==> src/rtl/fetch_stage.sv <==
// Fetch stage: PC register and IF/ID pipeline register with stall and redirect.
// Optional performance counters are enabled by defining FETCH_PERF_CNT_EN.
module fetch_stage #(
  parameter logic [31:0] RESET_PC  = 32'h0000_0000,
  parameter logic [31:0] NOP_INSTR = 32'h0000_0000
`ifdef FETCH_PERF_CNT_EN
  ,
  parameter int          PERF_W    = 32
`endif
) (
  input  logic        clk,
  input  logic        rst_n,
  input  logic        stall,
  input  logic        redirect_valid,
  input  logic [31:0] redirect_target,
  output logic [31:0] imem_pc,
  input  logic [31:0] imem_instruction,
  output logic [31:0] if_id_instruction,
  output logic [31:0] if_id_pc_plus4,
  output logic        if_id_valid
`ifdef FETCH_PERF_CNT_EN
  ,
  output logic [PERF_W-1:0] perf_fetch_count,
  output logic [PERF_W-1:0] perf_stall_count
`endif
);

  logic [31:0] pc_q, pc_d;
  logic [31:0] instr_q, instr_d;
  logic [31:0] pcp4_q, pcp4_d;
  logic        valid_q, valid_d;
  logic        advance;
  logic        holding;

  // Redirect beats stall: the redirecting branch is older than the stalled instruction.
  always_comb begin
    pc_d    = pc_q;
    instr_d = instr_q;
    pcp4_d  = pcp4_q;
    valid_d = valid_q;
    advance = 1'b0;
    holding = 1'b0;
    if (redirect_valid) begin
      pc_d    = redirect_target & 32'hFFFF_FFFC;
      instr_d = NOP_INSTR;
      pcp4_d  = 32'h0000_0000;
      valid_d = 1'b0;
    end else if (stall) begin
      holding = 1'b1;
    end else begin
      advance = 1'b1;
      pc_d    = pc_q + 32'd4;
      instr_d = imem_instruction;
      pcp4_d  = pc_q + 32'd4;
      valid_d = 1'b1;
    end
  end

  always_ff @(posedge clk) begin
    if (!rst_n) begin
      pc_q    <= RESET_PC;
      instr_q <= NOP_INSTR;
      pcp4_q  <= 32'h0000_0000;
      valid_q <= 1'b0;
    end else begin
      pc_q    <= pc_d;
      instr_q <= instr_d;
      pcp4_q  <= pcp4_d;
      valid_q <= valid_d;
    end
  end

  assign imem_pc           = pc_q;
  assign if_id_instruction = instr_q;
  assign if_id_pc_plus4    = pcp4_q;
  assign if_id_valid       = valid_q;

`ifdef FETCH_PERF_CNT_EN
  logic [PERF_W-1:0] fetch_cnt_q, fetch_cnt_d;
  logic [PERF_W-1:0] stall_cnt_q, stall_cnt_d;

  // Both counters wrap freely; no saturation.
  always_comb begin
    fetch_cnt_d = fetch_cnt_q;
    stall_cnt_d = stall_cnt_q;
    if (advance) fetch_cnt_d = fetch_cnt_q + 1'b1;
    if (holding) stall_cnt_d = stall_cnt_q + 1'b1;
  end

  always_ff @(posedge clk) begin
    if (!rst_n) begin
      fetch_cnt_q <= '0;
      stall_cnt_q <= '0;
    end else begin
      fetch_cnt_q <= fetch_cnt_d;
      stall_cnt_q <= stall_cnt_d;
    end
  end

  assign perf_fetch_count = fetch_cnt_q;
  assign perf_stall_count = stall_cnt_q;
`else
  logic unused_flags;
  assign unused_flags = advance ^ holding;
`endif

endmodule

==> config.mk <==
export PLATFORM = sky130hd
export DESIGN_NAME = fetch_stage
export DESIGN_NICKNAME = d
export VERILOG_FILES = /design/src/rtl/fetch_stage.sv
export SDC_FILE = /design/constraint.sdc
export NUM_CORES = 1
export LEC_CHECK = 0
export ABC_CLOCK_PERIOD_IN_PS = 6100
export CAP_MARGIN = 10
export CORE_MARGIN = 2
export CORE_UTILIZATION = 40
export CTS_BUF_LIST = sky130_fd_sc_hd__clkbuf_4
export DETAILED_ROUTE_END_ITERATION = 7
export HOLD_SLACK_MARGIN = 0.06
export PLACE_DENSITY = 0.76
export SLEW_MARGIN = 20
export SYNTH_ARGS = -nofsm -noshare
export SYNTH_HDL_FRONTEND = slang
export SYNTH_SLANG_ARGS = --single-unit
==> constraint.sdc <==
create_clock -name clk -period 6.1 [get_ports clk]
set_clock_uncertainty 0.2 [all_clocks]
set_input_delay 0.61 -clock clk [delete_from_list [all_inputs] [get_ports clk]]
set_output_delay 0.61 -clock clk [all_outputs]
set_load 0.05 [all_outputs]
* After elaboration in Yosys (flattened, before gate mapping)
Index checks and enable logic that the tools add are counted.
Operators by class: reduce and logical (&&, ||, !) cells 1, bitwise logic cells 1, equality and inequality tests 1, $add $sub $neg 1, muxes and demuxes 2
Operators with widths (count):
- $mux 32 | 2
- $add 32x3->32 const B | 1
- $ne 2x1->1 const B | 1
- $reduce_or 2->1 | 1
- $not 1->1 | 1
Storage, ports and cells: bits of input ports 68, register bits after elaboration 97, output and inout port bits 97

* Longest topological paths before layout
Gate-level depths: netlist of the first run.
depth in word-level cells 3, gate-level depth with buffers 7, gate-level depth less buffers 6

* Least setup slack after synthesis of the first run
OpenSTA, ideal clock, no wires.
kind flip-flop to flip-flop, start register pc_q[2] (netlist: imem_pc[2]), end register pc_q[16] (netlist: imem_pc[16]), setup slack 3.736 ns, arrival 2.031 ns, cell stages (with the launch flop) 8, data required time 5.767 ns, cells stage by stage dfxtp_1 ha_1 and4_1 clkbuf_1 nand4_1 nor3_1 xnor2_1 a21oi_1
On the way: cells in the longest elaborated chain, start to end 3
Ends and longest elaborated chain:
- start: declaration | line 28 | logic [31:0] pc_q, pc_d;
- start signal: assignment | line 66 | pc_q <= pc_d;
- $add 32x3->32 | line 52 | pc_d = pc_q + 32'd4;
- $mux 32 | line 48 | end else if (stall) begin
- $mux 32 | line 43 | if (redirect_valid) begin
No other way between the ends. The select of a mux whose other input is x is not followed. A chain may end at the register's enable or synchronous reset.

* Final worst setup path of the first run
start register pc_q[6] (netlist: imem_pc[6]), end output imem_pc[6]
RTL lines:
- end: declaration | line 16 | output logic [31:0] imem_pc,
No word-level cell between the ends.

==> results.md, run 1 <==
* Unrepaired setup endpoints after global routing: false
* Class of the most critical setup path: flip-flop to output port
* Power consumption at 1.255 mW
* Total negative slack at 0 ns
* Initial antenna violation count at 0
* Number of global-route vias before repair at 3766
* Top-Level Pins at about 170
* Max-capacitance violation count at 0
* Cell type with the largest total area after synthesis: sky130_fd_sc_hd__dfxtp_1
* Sequential-to-total area share from yosys stat at 42.87%
* Portion of synthesized cell area occupied by the leading cell type at 42.87%
* Fin. Hold Viols at 0
* DRC marker count from the first detailed-route iteration at 217
* Remaining global-route overflow at 0
* Number of enable flip-flop cells after synthesis at 0
* Dpl hpwl at 9113 um
* CP Max Fanout at 12
* Placed Cells at 755
* Number of max-slew violations in the final report at 0
* Setup-violating endpoint count in the final report at 0
* Pre-CTS worst setup slack at 3.147 ns
* Fraction of final layout cells sized beyond drive strength 1 at a little under 5%
* Most numerous cell in the Yosys netlist: sky130_fd_sc_hd__dfxtp_1
* CTS tree: yes
* Leading post-synthesis cells by instance count: sky130_fd_sc_hd__dfxtp_1, sky130_fd_sc_hd__nor2_1, sky130_fd_sc_hd__o21ai_0, sky130_fd_sc_hd__a21oi_1, sky130_fd_sc_hd__mux2i_1
* Path type of the worst min-delay path: flip-flop to flip-flop
* Part of the total power dissipated in sequential elements at 53.9%
* Unique masters post-synth at 41
* Hold bufs inserted after CTS at 0
* Post CTS Setup Buffer Count at 0
* Vias after detailed routing at approximately 4000
* Global-route wire length before repair at 19070 um
* Die ar. at 11710 sq um
* Net count of the finished layout at 695
* Crit share post-route at 46.86%
* Post-route antenna net violation count at 0
* All-Layer GR Usage at about a fifth
* Count of input and output buffers at 158
* Leak at 2.139 nW
* Post-layout minimum cycle time at 2.858 ns
* Via count normalized by instance count at 5.184
* Residual DRC count at 0
* Portion of total power attributed to combinational logic at 23.4%
* Routed len/inst at 16.01 um
* Die boundary width at 108.2 um
* Flip-flop and latch count after synthesis at 93
* Mean instance size in the synthesized netlist at 8.774 sq um
* Worst Max-Slew Pin Slew at 0.9824 ns
* Critical Path, Cell by Cell: clkdlybuf4s50_1
* Rel. slew slack at approximately 34%
* Final Instance Count excl. Fillers at 770
* Die H at 108.2 um
* Source-to-sink clock delay at the later pin of the worst-skew pair at about 0.44 ns
* Proportion of register bits with asynchronous set or reset after synthesis at 0%
* Buffers and inverters on the worst path at 1
* Met1 wire length at ~5400 um
* Max stage delay cell, worst path: sky130_fd_sc_hd__clkdlybuf4s50_1
* Nature of the critical path startpoint: flip-flop
* Mapped cell area at 4343 sq um
* Peak supply drop at approximately 150 uV
* Switching share of power at about a third
* Buffer levels on the longest clock path at 2
* Net load switching power at approximately 0.42 mW
* Final core occ at a little under three fifths
* Amount of wire on met2 after detailed routing at 5905 um
* CTS H-tree lvls at 3
* Dominant cells by area after synthesis: sky130_fd_sc_hd__dfxtp_1, sky130_fd_sc_hd__mux2i_1, sky130_fd_sc_hd__xnor2_1
* Top achievable clock speed at 349.8 MHz
* Number of gates resized after CTS at 0
* Number of warnings issued by yosys at 0
* Clock-pin slew on the worst setup and hold paths at approximately 0.14 ns
* Clock network power share at about 23%
* 1st-pass router iterations at 4
* Initial core utilization at 40.60%
* Antenna diodes at 0
* Worst Path Arrival at 2.05 ns
* Int Power at 0.8388 mW
* Worst path top cell family by delay: buffers and inverters
* Floorplan Core Area at 10700 sq um
* Required time of the worst setup path at 5.29 ns
* Uppermost routed layer: met4
* Smallest setup slack after layout at 3.242 ns
* Inserted Clock Buffers at 9
* Post-Synthesis Cells at 495
* Status: complete, no violations
* Clock root buffer master: sky130_fd_sc_hd__clkbuf_4
* Stage delay of the slowest cell on the critical path at 0.93 ns
* Met3 wire length at 918 um
* Area growth from synthesis to final layout at 38.78%
* Endpoint kind of the worst setup timing path: output port
* Largest net degree at the start of global routing at 55
* Num rows at 38
* Last weighted congestion value of the routability-driven placer at 0.8984
* Power density cells at 208.2 nW/um^2
* Number of sinks handled by clock tree synthesis at 93
* Prevailing post-synth register cell: sky130_fd_sc_hd__dfxtp_1
* WL final at 12330 um
## flip-flops by register name (all words and copies together) (netlist names)
register,count
if_id_pc_plus4,30
imem_pc,30
if_id_valid,1
if_id_instruction,32
## final timing paths
path	from	endpoint	slack, ns	cells after the start
worst max-delay path	imem_pc[6]	imem_pc[6]	3.24	1
worst min-delay path	if_id_pc_plus4[7]	if_id_pc_plus4[7]	0.28	2
worst max register to register	imem_pc[2]	if_id_pc_plus4[24]	3.63	6
worst min register to register	if_id_pc_plus4[7]	if_id_pc_plus4[7]	0.28	2
## placed cells by master, fill, tap and decap left out, types with 5 or more instances in the layout
master	instances
sky130_fd_sc_hd__and4_1	7
sky130_fd_sc_hd__nor4_1	8
sky130_fd_sc_hd__nand2_1	23
sky130_fd_sc_hd__clkdlybuf4s50_1	157
sky130_fd_sc_hd__o21ai_0	52
sky130_fd_sc_hd__nand4_1	13
sky130_fd_sc_hd__xnor2_1	34
sky130_fd_sc_hd__clkbuf_4	10
sky130_fd_sc_hd__nor3_1	8
sky130_fd_sc_hd__dfxtp_1	93
sky130_fd_sc_hd__nand3_1	14
sky130_fd_sc_hd__a21oi_1	49
sky130_fd_sc_hd__xor2_1	20
sky130_fd_sc_hd__buf_4	5
sky130_fd_sc_hd__nor2_1	54
sky130_fd_sc_hd__mux2i_1	36
## per-stage QoR
stage / instance area, sq um / hold WS (ns)
finish: 6027 / 0.2752
global route: 6027 / 0.3051
CTS: 6027 / 0.2807
detailed placement: 5923 / 0.2575
global placement: 5923 / 0.2487
floorplan: 4354 / 0.4892
## cell families after synthesis
family                   share of synthesized area, %
AND/OR/NAND/NOR                                 19.36
AO/OA/AOI/OAI                                   12.88
flip-flops                                      42.87
XOR/XNOR                                        10.89
buffers and inverters                           5.330
multiplexers                                    8.297
adder cells (fa/ha/maj)                        0.2881
other                                         0.08635
## layout make-up
class                           instances  area, sq um
Sequential cell                        93         1862
Clock buffer                           10        75.07
Inverter                                3        11.26
Tap cell                              140        175.2
Clock inverter                          5        28.78
Timing Repair Buffer                  163         1614
Fill cell                             994         4671
Multi-Input combinational cell        356         2261
## per-layer routing
metal  up-vias  track usage (%)
li1       1985                -
met1      1867            26.80
met2       127            33.65
met3        13            6.570
met4         0            4.396
met5         -                0
## power by group through the flow
stage          combinational, mW  sequential [mW]  clock, mW
3_3_place_gp               0.290            0.688          0
4_1_cts                    0.295            0.676      0.291
3_5_place_dp               0.294            0.689          0
5_1_grt                    0.310            0.681      0.321
6_report                   0.294            0.677      0.284
2_1_floorplan              0.102            0.765          0
No activity file was read; power rests on OpenSTA's default activity.
==> inputs of run 2 (changes only) <==
- ABC_CLOCK_PERIOD_IN_PS: 6100 -> 3000
- clock period: 6.1 -> 3 ns (I/O delays scaled with it)
==> run 2 against run 1 <==
Net effect:
- combinational power up 110%
- final cell count up 0.78%
- clock power rose by 110%
- final area up 0.77%
- flip-flop and latch count did not move
==> results.md, run 2 (synthesized netlist as in run 1, its figures left out) <==
* Class of the most critical setup path: flip-flop to output port
* Worst setup path end: imem_pc[6]
* Number of gates resized after CTS at 0 (unchanged)
* Top achievable clock speed at 392.6 MHz
* Critical Path, Cell by Cell: clkdlybuf4s50_1
* Die boundary width at 108.2 um (unchanged)
* Launching element of the worst setup path: imem_pc[6]
* Residual DRC count at 0 (unchanged)
* CTS tree: yes
* Register-to-Register Path Depth at 6 (unchanged)
* Post CTS Setup Buffer Count at 0 (unchanged)
* Buffers and inverters on the worst path at 1 (unchanged)
* Switching share of power at 32.92% (-0.25 points)
* Capture point of the worst reg-to-reg path: if_id_pc_plus4[24]
* Int Power at 1.723 mW (+110%)
* Peak supply drop at 237.3 uV (+62%)
* Dpl hpwl at 9369 um (+2.8%)
* Placement Cell Area at 5953 sq um (+0.51%)
* Post-layout minimum cycle time at around 2.5 ns
* DRC marker count from the first detailed-route iteration at 316 (+46%)
* Setup-violating endpoint count in the final report at 0 (unchanged)
* Unrepaired setup endpoints after global routing: false
* Fraction of final layout cells sized beyond drive strength 1 at 5.818% (+0.90 points)
* Crit share post-route at roughly 85%
* Vias after detailed routing at 4081 (+2.2%)
* Clock-pin slew on the worst setup and hold paths at 0.14 ns (about the same)
* Post-layout instance area at 6073 sq um (+0.77%)
* Post-route antenna net violation count at 0 (unchanged)
* FF/Latch Area at 1862 sq um (unchanged)
* Portion of total power attributed to combinational logic at 23.5% (about the same)
* Rel. slew slack at 54.81% (+21 points)
* WL final at 12340 um (+0.14%)
* Total negative slack at 0 ns (unchanged)
* Worst Path Arrival at 2.05 ns (about the same)
* Source-to-sink clock delay at the later pin of the worst-skew pair at 0.45 ns (about the same)
* Floorplan Core Area at 10700 sq um (unchanged)
* Final core occ at 56.77% (+0.43 points)
* Leak at 2.173 nW (+1.6%)
* Max stage delay cell, worst path: sky130_fd_sc_hd__clkdlybuf4s50_1
* Part of the total power dissipated in sequential elements at 53.5% (-0.4 points)
* Number of max-slew violations in the final report at 0 (unchanged)
* Number of flip-flops in the largest register at 32 (unchanged)
* Inserted Clock Buffers at 9 (unchanged)
* Total number of cells along the worst setup path at 1 (unchanged)
* Die ar. at 11710 sq um (unchanged)
* Number of global-route vias before repair at 3881 (+3.1%)
* Number of inserted filler cells in the final layout at 954 (-4.0%)
* Initial antenna violation count at 0 (unchanged)
* Nature of the critical path startpoint: flip-flop
* Worst r2r src: imem_pc[2]
* Stage delay of the slowest cell on the critical path at 0.93 ns (about the same)
* Clock root buffer master: sky130_fd_sc_hd__clkbuf_4
* Max-capacitance violation count at 0 (unchanged)
* Die H at 108.2 um (unchanged)
* Global-route wire length before repair at 19240 um (+0.91%)
* All-Layer GR Usage at 20.84% (+0.23 points)
* Area growth from synthesis to final layout at 39.84%
* Area taken by multi-input logic gates at 2261 sq um (unchanged)
* Fin. Hold Viols at 0 (unchanged)
* Net count of the finished layout at 700 (+0.72%)
* Remaining global-route overflow at 0 (unchanged)
* Worst Max-Slew Pin Slew at 0.6717 ns (-0.3107 ns)
* Required time of the worst setup path at 2.50 ns (-2.79 ns)
* Worst path top cell family by delay: buffers and inverters
* Num rows at 38 (unchanged)
* Leading cell type in the layout, fill and taps excluded: sky130_fd_sc_hd__clkdlybuf4s50_1
* Top-Level Pins at 165 (unchanged)
* Last weighted congestion value of the routability-driven placer at 0.9392 (+4.5%)
* Status: complete, no violations
* Endpoint kind of the worst setup timing path: output port
* Net load switching power at 0.8455 mW (+100%)
* CP Max Fanout at 12 (unchanged)
* Power density cells at 423.0 nW/um^2 (+100%)
* Initial core utilization at 40.60% (unchanged)
* Buffer levels on the longest clock path at 2 (unchanged)
* Count of input and output buffers at 158 (unchanged)
* Number of sinks handled by clock tree synthesis at 93 (unchanged)
* 1st-pass router iterations at 5 (+1)
* Routed len/inst at 15.91 um (-0.64%)
* Most frequent cells in the layout: sky130_fd_sc_hd__clkdlybuf4s50_1, sky130_fd_sc_hd__dfxtp_1, sky130_fd_sc_hd__nor2_1
* Antenna diodes at 0 (unchanged)
* Clock network power share at 23.0% (+0.4 points)
* Largest net degree at the start of global routing at 48 (-13%)
* Slack of the worst reg-to-reg path at 0.65 ns (-2.98 ns)
* Path type of the worst min-delay path: primary input to flip-flop
* CTS H-tree lvls at 3 (unchanged)
* Via count normalized by instance count at 5.259 (+1.4%)
## run 2: cell types whose count changed in the layout (fill, tap and decap cells not counted)
cell,previous run,this run
sky130_fd_sc_hd__clkinv_1,4,3
sky130_fd_sc_hd__dlygate4sd3_1,0,1
sky130_fd_sc_hd__clkbuf_4,10,11
sky130_fd_sc_hd__clkinvlp_4,1,0
sky130_fd_sc_hd__buf_4,5,9
sky130_fd_sc_hd__clkinv_2,1,3
## run 2: worst min path at each step
stage	slack [ns]	startpoint	cells after the start	endpoint
after global placement	0.25	if_id_valid	1	if_id_valid
after detailed placement	0.26	if_id_pc_plus4[4]	2	if_id_pc_plus4[4]
after global routing	0.22	imem_instruction[9]	3	if_id_instruction[9]
after floorplan	0.24	redirect_target[4]	1	imem_pc[4]
after CTS	0.22	imem_instruction[1]	3	if_id_instruction[1]
final	0.24	imem_instruction[1]	3	if_id_instruction[1]
## run 2: metal layers
metal	GRT usage (%)	routed length, um
met1	26.99	5283
met2	33.92	5867
met3	6.088	952
met4	5.769	240
met5	0	0
## run 2: layout make-up
type	instances	area share (%)
tap	140	2.884
inverter	3	0.1854
sequential	93	30.66
clock buffer	11	1.360
clock inverter	5	0.4532
multi-input combinational	356	37.23
timing repair buffer	168	27.24
## run 2: power groups by stage
stage | Sequential (mW) | Clock (mW) | Combinational [mW]
final | 1.37 | 0.591 | 0.604
after detailed placement | 1.40 | 0 | 0.603
after floorplan | 1.56 | 0 | 0.207
after CTS | 1.37 | 0.606 | 0.606
after global placement | 1.40 | 0 | 0.597
after global routing | 1.38 | 0.654 | 0.638
## run 2: metrics by stage
| stage | total power, mW | hold slack [ns] | setup WS [ns] | instances |
|---|---|---|---|---|
| 2_1_floorplan | 1.763 | 0.2378 | 0.6364 | 498 |
| 3_3_place_gp | 1.996 | 0.2515 | 0.7467 | 759 |
| 3_5_place_dp | 2.003 | 0.2557 | 0.7147 | 759 |
| 4_1_cts | 2.586 | 0.2175 | 0.4509 | 776 |
| 5_1_grt | 2.676 | 0.2219 | 0.3669 | 776 |
| 6_report | 2.569 | 0.2406 | 0.4529 | 776 |
## run 2: what timing repair did
| action | 4_1_cts | 5_1_grt |
|---|---|---|
| hold buffers | 1 | 0 |
| endpoints found under the hold margin | 1 | 0 |
| setup endpoints to repair | 0 | 0 |
## run 2: worst register-to-register path: cells and delay by family (launching register included)
family	cells	cell delay [ns]
AND/OR/NAND/NOR	4	0.94
AO/OA/AOI/OAI	1	0.30
adder cells (fa/ha/maj)	1	0.32
flip-flops	1	0.51
==> inputs of run 3 (changes only) <==
- ABC_CLOCK_PERIOD_IN_PS: 3000 -> 2700
- clock period: 3 -> 2.7 ns (I/O delays scaled with it)
==> run 3 against run 2 <==
Net effect:
- flip-flop and latch count stayed put
- sequential power increased by 11%
- critical path depth unchanged
- non-clock buffer count up 3
- core utilization up 0.39 points
- die area unchanged
- final area increased by 0.68%
- final cell count increased by 0.39%
- global-route usage rose by 0.66 points
- via count shrank 0.66%
==> results.md, run 3 (synthesized netlist as in run 1, its figures left out) <==
* Status: complete, no violations
* Die H at 108.2 um (unchanged)
* WL final at 12220 um (-0.99%)
* Die boundary width at 108.2 um (unchanged)
* Vias after detailed routing at 4054 (-0.66%)
* CP Max Fanout at 9 (-3)
* Top-Level Pins at 165 (unchanged)
* Portion of total power attributed to combinational logic at 23.2% (-0.3 points)
* Switching share of power at 31.80% (-1.1 points)
* Part of the total power dissipated in sequential elements at 52.0% (-1.5 points)
* Leak at 2.192 nW (+0.86%)
* Required time of the worst setup path at 2.23 ns (-0.27 ns)
* Critical Path, Cell by Cell: clkdlybuf4s50_1
* Power density cells at 478.6 nW/um^2 (+13%)
* Leading cell type in the layout, fill and taps excluded: sky130_fd_sc_hd__clkdlybuf4s50_1
* Largest net degree at the start of global routing at 50 (+4.2%)
* Final core occ at 57.16% (+0.39 points)
* Count of input and output buffers at 158 (unchanged)
* Dpl hpwl at 9265 um (-1.1%)
* Die ar. at 11710 sq um (unchanged)
* Stage delay of the slowest cell on the critical path at 0.91 ns (-0.02 ns)
* Total negative slack at 0 ns (unchanged)
* Clock-pin slew on the worst setup and hold paths at 0.13 ns (about the same)
* Post-layout minimum cycle time at ~2.4 ns
* Most frequent cells in the layout: sky130_fd_sc_hd__clkdlybuf4s50_1, sky130_fd_sc_hd__dfxtp_1, sky130_fd_sc_hd__nor2_1
* Max-capacitance violation count at 0 (unchanged)
* Initial antenna violation count at 0 (unchanged)
* Path type of the worst min-delay path: primary input to flip-flop
* Inserted Clock Buffers at 9 (unchanged)
* Global-route wire length before repair at 19770 um (+2.7%)
* Placement Cell Area at 5976 sq um (+0.38%)
* Fraction of final layout cells sized beyond drive strength 1 at 5.790% (-0.027 points)
* Fin. Hold Viols at 0 (unchanged)
* Remaining global-route overflow at 0 (unchanged)
* All-Layer GR Usage at 21.50% (+0.66 points)
* Number of sinks handled by clock tree synthesis at 93 (unchanged)
* Number of flip-flops in the largest register at 32 (unchanged)
* Num rows at 38 (unchanged)
* Int Power at 1.996 mW (+16%)
* Rel. slew slack at 56.02% (+1.2 points)
* Net count of the finished layout at 703 (+0.43%)
* CTS tree: yes
* Residual DRC count at 0 (unchanged)
* Initial core utilization at 40.60% (unchanged)
* Class of the most critical setup path: flip-flop to output port
* DRC marker count from the first detailed-route iteration at 303 (-4.1%)
* Max stage delay cell, worst path: sky130_fd_sc_hd__clkdlybuf4s50_1
* Clock root buffer master: sky130_fd_sc_hd__clkbuf_4
* Peak supply drop at 292.6 uV (+23%)
* Post-route antenna net violation count at 0 (unchanged)
* Worst hold slack at 0.2194 ns (-0.02124 ns)
* Net load switching power at 0.9307 mW (+10%)
* 1st-pass router iterations at 4 (-1)
* Crit share post-route at around 90%
* Number of global-route vias before repair at 3893 (+0.31%)
* Clock network power share at 24.8% (+1.8 points)
* Last weighted congestion value of the routability-driven placer at 0.9069 (-3.4%)
* Routed len/inst at 15.69 um (-1.4%)
* Final Instance Count excl. Fillers at 779 (+0.39%)
* Floorplan Core Area at 10700 sq um (unchanged)
* Placed Cells at 762 (+0.40%)
* Setup-violating endpoint count in the final report at 0 (unchanged)
* CTS H-tree lvls at 3 (unchanged)
* Number of max-slew violations in the final report at 0 (unchanged)
* Source-to-sink clock delay at the later pin of the worst-skew pair at 0.44 ns (about the same)
* Post-layout instance area at 6115 sq um (+0.68%)
* Endpoint kind of the worst setup timing path: output port
* Buffers and inverters on the worst path at 1 (unchanged)
* Top achievable clock speed at 410.1 MHz
* Worst Path Arrival at 1.97 ns (-0.08 ns)
* Worst path top cell family by delay: buffers and inverters
* Unrepaired setup endpoints after global routing: false
* Pre-CTS worst setup slack at 0.4257 ns (-0.2890 ns)
* Nature of the critical path startpoint: flip-flop
* Area growth from synthesis to final layout at 40.80%
* Power consumption at 2.927 mW (+14%)
* Antenna diodes at 0 (unchanged)
* Buffer levels on the longest clock path at 2 (unchanged)
* Worst Max-Slew Pin Slew at 0.6537 ns (-0.01802 ns)
* Post CTS Setup Buffer Count at 0 (unchanged)
* Via count normalized by instance count at 5.204 (-1.0%)
* Smallest setup slack after layout at 0.2613 ns (-0.1916 ns)
## run 3: cell type report
cell class / count / area, sq um
Fill cell: 978 / 4583
Multi-Input combinational cell: 356 / 2261
Sequential cell: 93 / 1862
Timing Repair Buffer: 171 / 1677
Tap cell: 140 / 175.2
Clock buffer: 10 / 75.07
Clock inverter: 6 / 53.80
Inverter: 3 / 11.26
## run 3: what timing repair did
action	CTS	global route
hold buffers	1	0
gates resized for setup	0	0
endpoints found under the hold margin	1	0
## run 3: routing by layer
metal,share of wire (%),routed length (um),track usage (%)
met1,42,5150,28.87
met2,47,5796,33.78
met3,8.8,1075,5.485
met4,1.6,200,7.143
met5,0,0,0
## run 3: final timing paths
check,slack [ns],end,cells after the start,from
max,0.26,imem_pc[15],1,imem_pc[15]
min,0.22,imem_pc[9],3,redirect_target[9]
max reg2reg,0.39,if_id_pc_plus4[24],6,imem_pc[3]
min reg2reg,0.27,if_id_pc_plus4[7],2,if_id_pc_plus4[7]
## run 3: power groups by stage
stage / Combinational (mW) / Sequential (mW) / Clock [mW]
CTS: 0.683 / 1.52 / 0.748
detailed placement: 0.679 / 1.55 / 0
global placement: 0.671 / 1.55 / 0
global route: 0.720 / 1.53 / 0.805
floorplan: 0.230 / 1.73 / 0
finish: 0.679 / 1.52 / 0.725
